## config.mk

```make
export PLATFORM = sky130hd
export DESIGN_NAME = mmu_access_ctrl
export DESIGN_NICKNAME = d
export VERILOG_FILES = /design/src/rtl/thetacore_mem_pkg.sv /design/src/rtl/mmu_lane_align.sv /design/src/rtl/mmu_access_ctrl.sv
export SDC_FILE = /design/constraint.sdc
export NUM_CORES = 1
export LEC_CHECK = 0
export CAP_MARGIN = 20
export CORE_ASPECT_RATIO = 1.4
export CORE_MARGIN = 10
export CORE_UTILIZATION = 40
export DETAILED_ROUTE_END_ITERATION = 12
export HOLD_SLACK_MARGIN = 0.1
export PLACE_DENSITY_LB_ADDON = 0.12
export SYNTH_ARGS = -nofsm -noshare
export SYNTH_HDL_FRONTEND = slang
export SYNTH_SLANG_ARGS = --single-unit
```

## constraint.sdc

```tcl
create_clock -name soc_clk -period 6 [get_ports soc_clk]
set_input_delay 1.8 -clock soc_clk [delete_from_list [all_inputs] [get_ports soc_clk]]
set_output_delay 1.8 -clock soc_clk [all_outputs]
set_load 0.02 [all_outputs]
```

## src/rtl/thetacore_mem_pkg.sv

```systemverilog
// thetacore_mem_pkg
//   Shared definitions for the CU-side MMU access path:
//   - RV32 load/store funct3 size codes
//   - state encoding of the MMU access sequencer
package thetacore_mem_pkg;

    localparam logic [2:0] F3_B  = 3'b000;
    localparam logic [2:0] F3_H  = 3'b001;
    localparam logic [2:0] F3_W  = 3'b010;
    localparam logic [2:0] F3_BU = 3'b100;
    localparam logic [2:0] F3_HU = 3'b101;

    typedef enum logic [2:0] {
        IDLE = 3'd0,
        RD   = 3'd1,
        WR   = 3'd2,
        WREC = 3'd3,
        DONE = 3'd4
    } state_t;

endpackage

```

## src/rtl/mmu_lane_align.sv

```systemverilog
// mmu_lane_align
//   Purely combinational lane logic for the MMU word interface.
//   Ports:
//     write, funct3, off, wdata : request being offered (store alignment, error check)
//     ld_funct3, ld_off, word   : load in flight and the MMU word to extract from
//     bytesel, dat              : byte-lane enables and replicated write data
//     err                       : misaligned access or illegal funct3
//     rdata                     : extracted, sign/zero-extended load data
module mmu_lane_align
    import thetacore_mem_pkg::*;
(
    input  logic        write,
    input  logic [2:0]  funct3,
    input  logic [1:0]  off,
    input  logic [31:0] wdata,
    input  logic [2:0]  ld_funct3,
    input  logic [1:0]  ld_off,
    input  logic [31:0] word,
    output logic [3:0]  bytesel,
    output logic [31:0] dat,
    output logic        err,
    output logic [31:0] rdata
);

    logic signed [7:0]  b_sel;
    logic signed [15:0] h_sel;
    logic signed [31:0] b_sx;
    logic signed [31:0] h_sx;

    // Loads always fetch the whole word; stores enable only the lanes written.
    always_comb begin
        bytesel = 4'b1111;
        dat     = 32'h0;
        if (write) begin
            case (funct3)
                F3_B: begin
                    bytesel = 4'b0001 << off;
                    dat     = {4{wdata[7:0]}};
                end
                F3_H: begin
                    bytesel = off[1] ? 4'b1100 : 4'b0011;
                    dat     = {2{wdata[15:0]}};
                end
                default: dat = wdata;
            endcase
        end
    end

    always_comb begin
        case (funct3)
            F3_B, F3_BU: err = 1'b0;
            F3_H, F3_HU: err = off[0];
            F3_W:        err = (off != 2'b00);
            default:     err = 1'b1;
        endcase
        // Stores have no unsigned variants.
        if (write && funct3[2]) begin
            err = 1'b1;
        end
    end

    always_comb begin
        case (ld_off)
            2'd0:    b_sel = word[7:0];
            2'd1:    b_sel = word[15:8];
            2'd2:    b_sel = word[23:16];
            default: b_sel = word[31:24];
        endcase
        h_sel = ld_off[1] ? word[31:16] : word[15:0];
        // Signed-to-signed assignment performs the sign extension.
        b_sx  = b_sel;
        h_sx  = h_sel;
        case (ld_funct3)
            F3_B:    rdata = b_sx;
            F3_BU:   rdata = {24'h0, b_sel};
            F3_H:    rdata = h_sx;
            F3_HU:   rdata = {16'h0, h_sel};
            default: rdata = word;
        endcase
    end

endmodule

```

## src/rtl/mmu_access_ctrl.sv

```systemverilog
// mmu_access_ctrl
//   CU-side initiator for the fixed-latency MMU word interface. Accepts one
//   byte-addressed load/store at a time, drives the MMU strobes for the
//   configured number of cycles and returns a single-cycle completion.
//   Ports:
//     soc_clk, reset                : clock, synchronous active-low reset
//     req_*                         : request handshake and payload
//     resp_valid/resp_err/resp_rdata: completion pulse, error flag, load data
//     CU_address, CU_bytesel,
//     CU_dat_in, read_or_write,
//     retrieve                      : MMU command side
//     MMU_dat_out                   : MMU read word
module mmu_access_ctrl
    import thetacore_mem_pkg::*;
#(
    parameter int ADDR_W     = 7,
    parameter int RD_LAT     = 2,
    parameter int WR_HOLD    = 2,
    parameter int WR_RECOVER = 2
) (
    input  logic              soc_clk,
    input  logic              reset,
    input  logic              req_valid,
    output logic              req_ready,
    input  logic              req_write,
    input  logic [2:0]        req_funct3,
    input  logic [ADDR_W+1:0] req_addr,
    input  logic [31:0]       req_wdata,
    output logic              resp_valid,
    output logic              resp_err,
    output logic [31:0]       resp_rdata,
    output logic [ADDR_W-1:0] CU_address,
    output logic [3:0]        CU_bytesel,
    output logic [31:0]       CU_dat_in,
    output logic              read_or_write,
    output logic              retrieve,
    input  logic [31:0]       MMU_dat_out
);

    localparam int MAX_LAT = (RD_LAT > WR_HOLD)
                           ? ((RD_LAT  > WR_RECOVER) ? RD_LAT  : WR_RECOVER)
                           : ((WR_HOLD > WR_RECOVER) ? WR_HOLD : WR_RECOVER);
    localparam int CNT_W   = (MAX_LAT > 1) ? $clog2(MAX_LAT) : 1;

    if (RD_LAT < 1 || WR_HOLD < 1 || WR_RECOVER < 1) begin : g_bad_latency
        $error("mmu_access_ctrl: RD_LAT, WR_HOLD and WR_RECOVER must all be >= 1");
    end

    state_t             state_q;
    state_t             state_next;
    logic [CNT_W-1:0]   cnt_q;
    logic [CNT_W-1:0]   cnt_next;
    logic               rst_done_q;
    logic [2:0]         ld_f3_q;
    logic [1:0]         ld_off_q;
    logic               accept;

    logic [3:0]         al_bytesel;
    logic [31:0]        al_dat;
    logic               al_err;
    logic [31:0]        al_rdata;

    mmu_lane_align u_align (
        .write     (req_write),
        .funct3    (req_funct3),
        .off       (req_addr[1:0]),
        .wdata     (req_wdata),
        .ld_funct3 (ld_f3_q),
        .ld_off    (ld_off_q),
        .word      (MMU_dat_out),
        .bytesel   (al_bytesel),
        .dat       (al_dat),
        .err       (al_err),
        .rdata     (al_rdata)
    );

    // rst_done_q keeps req_ready low for the first cycle after reset release.
    assign accept = req_valid && (state_q == IDLE) && rst_done_q;

    always_comb begin
        state_next = state_q;
        cnt_next   = cnt_q;
        req_ready  = 1'b0;
        retrieve   = 1'b0;
        resp_valid = 1'b0;
        case (state_q)
            IDLE: begin
                req_ready = rst_done_q;
                if (accept) begin
                    if (al_err) begin
                        state_next = DONE;
                    end else if (req_write) begin
                        state_next = WR;
                        cnt_next   = CNT_W'(WR_HOLD - 1);
                    end else begin
                        state_next = RD;
                        cnt_next   = CNT_W'(RD_LAT - 1);
                    end
                end
            end
            RD: begin
                retrieve = 1'b1;
                if (cnt_q == '0) begin
                    state_next = DONE;
                end else begin
                    cnt_next = cnt_q - 1'b1;
                end
            end
            WR: begin
                retrieve = 1'b1;
                if (cnt_q == '0) begin
                    state_next = WREC;
                    cnt_next   = CNT_W'(WR_RECOVER - 1);
                end else begin
                    cnt_next = cnt_q - 1'b1;
                end
            end
            WREC: begin
                if (cnt_q == '0) begin
                    state_next = DONE;
                end else begin
                    cnt_next = cnt_q - 1'b1;
                end
            end
            DONE: begin
                resp_valid = 1'b1;
                state_next = IDLE;
            end
            default: state_next = IDLE;
        endcase
    end

    always_ff @(posedge soc_clk) begin
        if (!reset) begin
            state_q <= IDLE;
            cnt_q   <= '0;
        end else begin
            state_q <= state_next;
            cnt_q   <= cnt_next;
        end
    end

    always_ff @(posedge soc_clk) begin
        if (!reset) begin
            rst_done_q    <= 1'b0;
            ld_f3_q       <= 3'b000;
            ld_off_q      <= 2'b00;
            CU_address    <= '0;
            CU_bytesel    <= 4'b0000;
            CU_dat_in     <= 32'h0;
            read_or_write <= 1'b0;
            resp_err      <= 1'b0;
            resp_rdata    <= 32'h0;
        end else begin
            rst_done_q <= 1'b1;
            if (accept) begin
                ld_f3_q  <= req_funct3;
                ld_off_q <= req_addr[1:0];
                // Errored requests never reach the MMU, so the bus keeps its last command.
                if (!al_err) begin
                    CU_address    <= req_addr[ADDR_W+1:2];
                    CU_bytesel    <= al_bytesel;
                    CU_dat_in     <= al_dat;
                    read_or_write <= req_write;
                end else begin
                    resp_err   <= 1'b1;
                    resp_rdata <= 32'h0;
                end
            end
            // Response registers change only on the edge that enters DONE.
            if (state_q == RD && cnt_q == '0) begin
                resp_err   <= 1'b0;
                resp_rdata <= al_rdata;
            end
            if (state_q == WREC && cnt_q == '0) begin
                resp_err   <= 1'b0;
                resp_rdata <= 32'h0;
            end
        end
    end

endmodule
```

Word level (Yosys, flattened, before mapping)
Index checks and enable logic that the tools add are counted.

$add $sub $neg: 1. Multipliers: 0. Divide/modulo/power cells: 0. $lt $le $gt $ge: 0. Eq/ne operators: 17. Shift operators: 1. Mux-type cells: 28. Bitwise operators: 3. Reduce and logical (&&, ||, !) cells: 24.

Operators with widths (number): 32-bit two-way mux (4); 32-bit one-hot mux with 4 select lines (1); 32-bit one-hot mux with 2 select lines (1); 8-bit one-hot mux with 3 select lines (1); 16-bit two-way mux (1); 3-bit == test, second input constant (5); 3-bit two-way mux (4); 2-bit OR reduction (5); 3-bit by 1-bit == test with 1-bit output, second input constant (3); 3-bit by 2-bit == test with 1-bit output, second input constant (3); 3-bit zero test (3); 1-bit two-way mux (9); 3-bit one-hot mux with 3 select lines (1); 4-bit two-way mux (2); 2-bit != test, second input constant (4); 4-bit one-hot mux with 2 select lines (1); 1-bit one-hot mux with 3 select lines (2); 2-bit AND reduction (3); 3-bit AND reduction (2); 2-bit nonzero test (3); 1-bit logical AND (5); 1-bit by 2-bit left shift with 4-bit output, first input constant (1); 1-bit NOT (3); 3-bit nonzero test (1); 6 further kinds (6).

Register bits: 87. Bits in latches: 0. Bits in writable memories: 0. ROM bits: 0. Memories: 0.

Longest topological paths before layout
Depth after elaboration: 7. Gate-level depth with buffers: 8.

By module
From an unflattened synthesis, not the netlist that was laid out.

Cell total of the unflattened synthesis: 621. Area, all modules: 5138.7 um^2.

By module, submodules not included: mmu_access_ctrl (times used 1, cells each 403, area an instance 3612.2 um^2, sequential area each 1741.7 um^2); mmu_lane_align (times used 1, cells each 218, area an instance 1526.5 um^2, sequential area each 0.0 um^2).

Least setup slack after synthesis
OpenSTA, ideal clock, no wires.

Path kind: in2reg. Start point: in req_funct3[2]. End point: reg CU_dat_in[0]. Library setup time: 0.117 ns. Data arrival time: 3.307 ns. Required time: 5.883 ns. Path slack: 2.576 ns. Cell stages on the path: 6. Path buffers: 2. Path through: clkbuf_1 -> or4_1 -> a211oi_2 -> nor2_1 -> clkbuf_1 -> a22o_1.

Longest elaborated chain between the ends: 6. Elaborated cells between the ends (all ways): 12.

Ends and longest elaborated chain: start: declaration (RTL line mmu_access_ctrl.sv:26) `input logic [2:0] req_funct3,`; 3-bit by 1-bit == test with 1-bit output, or another cell as far along (RTL line mmu_lane_align.sv:50) `case (funct3)`; 2-bit OR reduction (RTL line mmu_lane_align.sv:50); 1-bit one-hot mux with 3 select lines (RTL line mmu_lane_align.sv:50); 1-bit two-way mux (*) (RTL line mmu_lane_align.sv:57) `if (write && funct3[2]) begin`; 1-bit NOT (no source line) (*); 2-bit AND reduction (no source line) (*); end signal: assignment (RTL line mmu_access_ctrl.sv:163) `CU_dat_in <= al_dat;`; end: declaration (RTL line mmu_access_ctrl.sv:34) `output logic [31:0] CU_dat_in,`.

Every way passes the cells marked *; elsewhere a longest branch is shown, timed or not. A chain may end at the register's enable or synchronous reset.

Worst setup path in the final report
Start point: in req_funct3[0]. End point: reg resp_rdata[9].

Longest elaborated chain between the ends: 6. Elaborated cells between the ends (all ways): 11.

Ends and longest elaborated chain: 3-bit by 1-bit == test with 1-bit output, or another cell as far along (RTL line mmu_lane_align.sv:50); 2-bit OR reduction (RTL line mmu_lane_align.sv:50); 1-bit one-hot mux with 3 select lines (*) (RTL line mmu_lane_align.sv:50); 1-bit two-way mux (*) (RTL line mmu_lane_align.sv:57); 2-bit nonzero test (no source line) (*); 2-bit AND reduction (no source line) (*); end signal: assignment (RTL line mmu_access_ctrl.sv:173) `resp_rdata <= al_rdata;`; end: declaration (RTL line mmu_access_ctrl.sv:31) `output logic [31:0] resp_rdata,`.

Marked as above.

==> metrics.md <==
| Metric | Value |
|---|---|
| Total gr overflow | `0` |
| Number of instances in the synthesized netlist | `406` |
| Number of I/O port buffers | `159` |
| Library cells used by synthesis | `46` |
| First-pass GRT wire length | `20.0 mm` |
| Area added between synthesis and finish | `51.6%` |
| End point of the critical path | `resp_rdata[9]$_SDFFE_PP0P_` |
| Vias | `3708` |
| Yosys warnings | `0` |
| Slew Limit Headroom | `0.333` |
| FF-to-FF setup slack | `3.63 ns` |
| Clock tree buffer depth | `2` |
| Worst-Margin Slew | `1.00 ns` |
| Number of antenna cells inserted | `0` |
| Synth top area share | `0.447` |
| Die footprint | `14200 um^2` |
| TritonCTS clock tree | `built` |
| FF-to-FF path depth | `4` |
| Synth Flop Type | `sky130_fd_sc_hd__dfxtp_1` |
| DR iter-0 viols | `200` |
| Hold WC Path Type | `flip-flop to flip-flop` |
| Number of fillers in the final layout | `805` |
| TritonCTS Sinks | `87` |
| Maximum clock frequency | `0.227 GHz` |
| Area of the core region | `9510 um^2` |
| Synthesized netlist net count | `486` |
| Worst Setup Start Kind | `primary input` |
| Number of stages on the worst hold path | `1` |
| Number of global-route vias before repair | `3868` |
| Antenna violations before repair | `0` |
| First-pass iteration count of the detailed router | `4` |
| Hold bufs inserted after CTS | `0` |
| Global-route usage over all layers | `0.178` |
| Endpoints failing setup | `0` |
| Yosys top cell by area | `sky130_fd_sc_hd__dfxtp_1` |
| Overall routed net length | `12.6 mm` |
| Leakage power summed over all cells | `2.12 nW` |
| Largest cells by area after synthesis | `sky130_fd_sc_hd__dfxtp_1 (45%), sky130_fd_sc_hd__o2bb2ai_1 (5.2%), sky130_fd_sc_hd__mux2_2 (4.9%)` |
| Global placer's final weighted congestion | `0.823` |
| Setup repair after global routing missed its margin | `no` |
| Non-filler cells in the finished layout | `689` |
| Vias per Instance | `5.38` |
| Netlist Area Pre-Place | `3900 um^2` |
| Fin Setup TNS | `0 ns` |
| CTS resizes | `0` |
| Die extent in y | `137 um` |
| WP data required | `6.27 ns` |
| Status | `completed` |
| Average detailed-routed wire length per instance | `18.3 um` |
| Max-cap violations | `0` |
| Post-DRT Antenna Nets | `0` |
| Total setup buffers inserted after CTS | `0` |
| Minimum period implied by the final worst setup slack | `4.40 ns` |
| Period utilization | `0.733` |
| Crit Path Category | `primary input to flip-flop` |
| Global-route met1 utilization | `0.190` |
| Effective utilization at floorplan | `0.410` |
| Power density over the cells | `249 nW/um^2` |
| Setup skew after layout | `0.00595 ns` |
| RR Endpoint | `resp_rdata[9]$_SDFFE_PP0P_` |
| Proportion of synthesized chip area in sequential cells | `0.447` |
| Fraction of synthesized area in multiplexers | `0.101` |
| Arrival time worst endpoint | `4.67 ns` |
| Synth Area in Simple Gates | `0.141` |
| Area share of fa/ha/maj cells after synthesis | `0` |
| Count of final max-slew check failures | `0` |
| Clock H-tree levels | `3` |
| Count of final hold-check violations | `0` |
| Synth async-reset ratio | `0` |
| Tot Pwr | `1.47 mW` |
| Most heavily used metal layer in global routing | `met2` |
| Total half-perimeter wirelength after legalization and detailed placement | `9.71 mm` |
| CTS Root Cell | `sky130_fd_sc_hd__clkbuf_16` |
| Endpoint class of the critical path | `flip-flop` |
| Synthesized-area fraction occupied by ao, oa, aoi and oai cells | `0.265` |
| Die boundary width | `103 um` |
| Worst flop-to-flop path startpoint | `ld_off_q[1]$_SDFFE_PN0P_` |
| Ports | `160` |
| Critical path launch point | `req_funct3[0]` |
| Post-layout nets | `632` |
| Clock Pin Slew Worst Setup and Hold Paths | `0.06 ns` |
| Share of final-layout standard cells stronger than drive strength 1 | `0.0952` |
| Number of placed instances, taps included | `673` |
| Number of synthesized register bits | `87` |
| Clock insertion delay at the later pin of the skew report | `0.34 ns` |
| Most frequent standard cell in the layout excluding fill and tap cells | `sky130_fd_sc_hd__clkdlybuf4s50_1` |
| Most used cells in the layout excluding fill and tap cells | `sky130_fd_sc_hd__clkdlybuf4s50_1 (159), sky130_fd_sc_hd__dfxtp_1 (87), sky130_fd_sc_hd__nand2_1 (47)` |
| Largest net degree at the start of global routing | `26` |
| Combinational family with the most area after synthesis | `compound AO/OA/AOI/OAI gates` |
| EDFF count, synth | `0` |
| Worst vdd rail ir drop | `0.176 mV` |
| Number of rows created at floorplan | `42` |
| Post-synthesis share of cell area spent on xor and xnor gates | `0.00225` |
| Largest driver fanout on the critical path | `23` |
| Met2 track demand over resource | `0.298` |
| Met3 usage in global routing | `0.0878` |
| Clock buffer count from CTS | `9` |
| DR DRC count | `0` |
| Synthesized area per cell | `9.60 um^2` |
-- logic make-up after synthesis --
group | count (synthesis)
AOI/OAI and AO/OA | 139
and+or+nand+nor | 106
DFF | 87
buffers and inverters | 37
muxes | 36
xor gates and xnor gates | 1
-- per-stage QoR --
stage / area [um^2] / hold slack (ns) / worst slack (ns) / util
final: 5910 / 0.451 / 1.60 / 0.621
after global routing: 5910 / 0.472 / 1.36 / 0.621
after CTS: 5910 / 0.453 / 1.63 / 0.621
after detailed placement: 5560 / 0.439 / 1.26 / 0.585
after global placement: 5560 / 0.434 / 1.38 / 0.585
after floorplan: 3900 / 0.462 / 2.58 / -
-- sequential cells by signal (all words and copies together), names as in the netlist --
register	cells
state_q	3
read_or_write	1
resp_rdata	32
ld_off_q	2
CU_dat_in	32
ld_f3_q	3
CU_bytesel	4
cnt_q	1
resp_err	1
rst_done_q	1
CU_address	7
-- routing by layer --
metal / share of wire / vias to the layer above / wire [um]
li1: - / 1812 / -
met1: 0.38 / 1731 / 4830
met2: 0.49 / 149 / 6150
met3: 0.11 / 16 / 1410
met4: 0.016 / 0 / 199
met5: 0 / - / 0
-- synth_stat cells, types with 6 or more instances --
| cell type | count |
|---|---|
| sky130_fd_sc_hd__clkbuf_1 | 20 |
| sky130_fd_sc_hd__a21oi_1 | 29 |
| sky130_fd_sc_hd__mux2_2 | 17 |
| sky130_fd_sc_hd__o21ai_0 | 26 |
| sky130_fd_sc_hd__nand2_1 | 47 |
| sky130_fd_sc_hd__nor2_1 | 14 |
| sky130_fd_sc_hd__a211o_1 | 6 |
| sky130_fd_sc_hd__mux2i_1 | 18 |
| sky130_fd_sc_hd__nand2b_1 | 14 |
| sky130_fd_sc_hd__dfxtp_1 | 87 |
| sky130_fd_sc_hd__a32o_1 | 8 |
| sky130_fd_sc_hd__o2bb2ai_1 | 23 |
| sky130_fd_sc_hd__a22o_1 | 9 |
| sky130_fd_sc_hd__a22oi_1 | 8 |
| sky130_fd_sc_hd__a221o_1 | 17 |
-- critical path, stage by stage --
cell and delay (ns):
sky130_fd_sc_hd__clkdlybuf4s50_1 0.86, sky130_fd_sc_hd__nor4_1 0.66, sky130_fd_sc_hd__nor4_2 0.12, sky130_fd_sc_hd__nor2_2 0.80, sky130_fd_sc_hd__buf_4 0.27, sky130_fd_sc_hd__a32o_1 0.15
-- where the power goes --
part	internal, mW	total (mW)	switching (mW)
Sequential	0.593	0.609	0.0162
Combinational	0.113	0.215	0.103
Clock	0.417	0.645	0.229
Total	1.12	1.47	0.347
-- how the worst min path moves through the flow --
| stage | from | endpoint |
|---|---|---|
| 4_1_cts | read_or_write$_SDFFE_PN0P_ | read_or_write$_SDFFE_PN0P_ |
| 2_1_floorplan | cnt_q$_SDFFE_PN0P_ | state_q[0]$_SDFFE_PN0P_ |
| 6_report | read_or_write$_SDFFE_PN0P_ | read_or_write$_SDFFE_PN0P_ |
| 5_1_grt | CU_address[3]$_SDFFE_PN0P_ | CU_address[3]$_SDFFE_PN0P_ |
| 3_3_place_gp | read_or_write$_SDFFE_PN0P_ | read_or_write$_SDFFE_PN0P_ |
| 3_5_place_dp | read_or_write$_SDFFE_PN0P_ | read_or_write$_SDFFE_PN0P_ |
-- layout make-up --
class	instances	area, um^2	share of cell area
multi-input cells	282	1990	0.336
flip-flops and latches	87	1740	0.295
repair buffers	167	1650	0.279
clock buffers	10	239	0.0404
well taps	132	165	0.0279
clock inverters	6	108	0.0182
inverters	5	18.8	0.00318
Power figures use the tool's default switching activity.
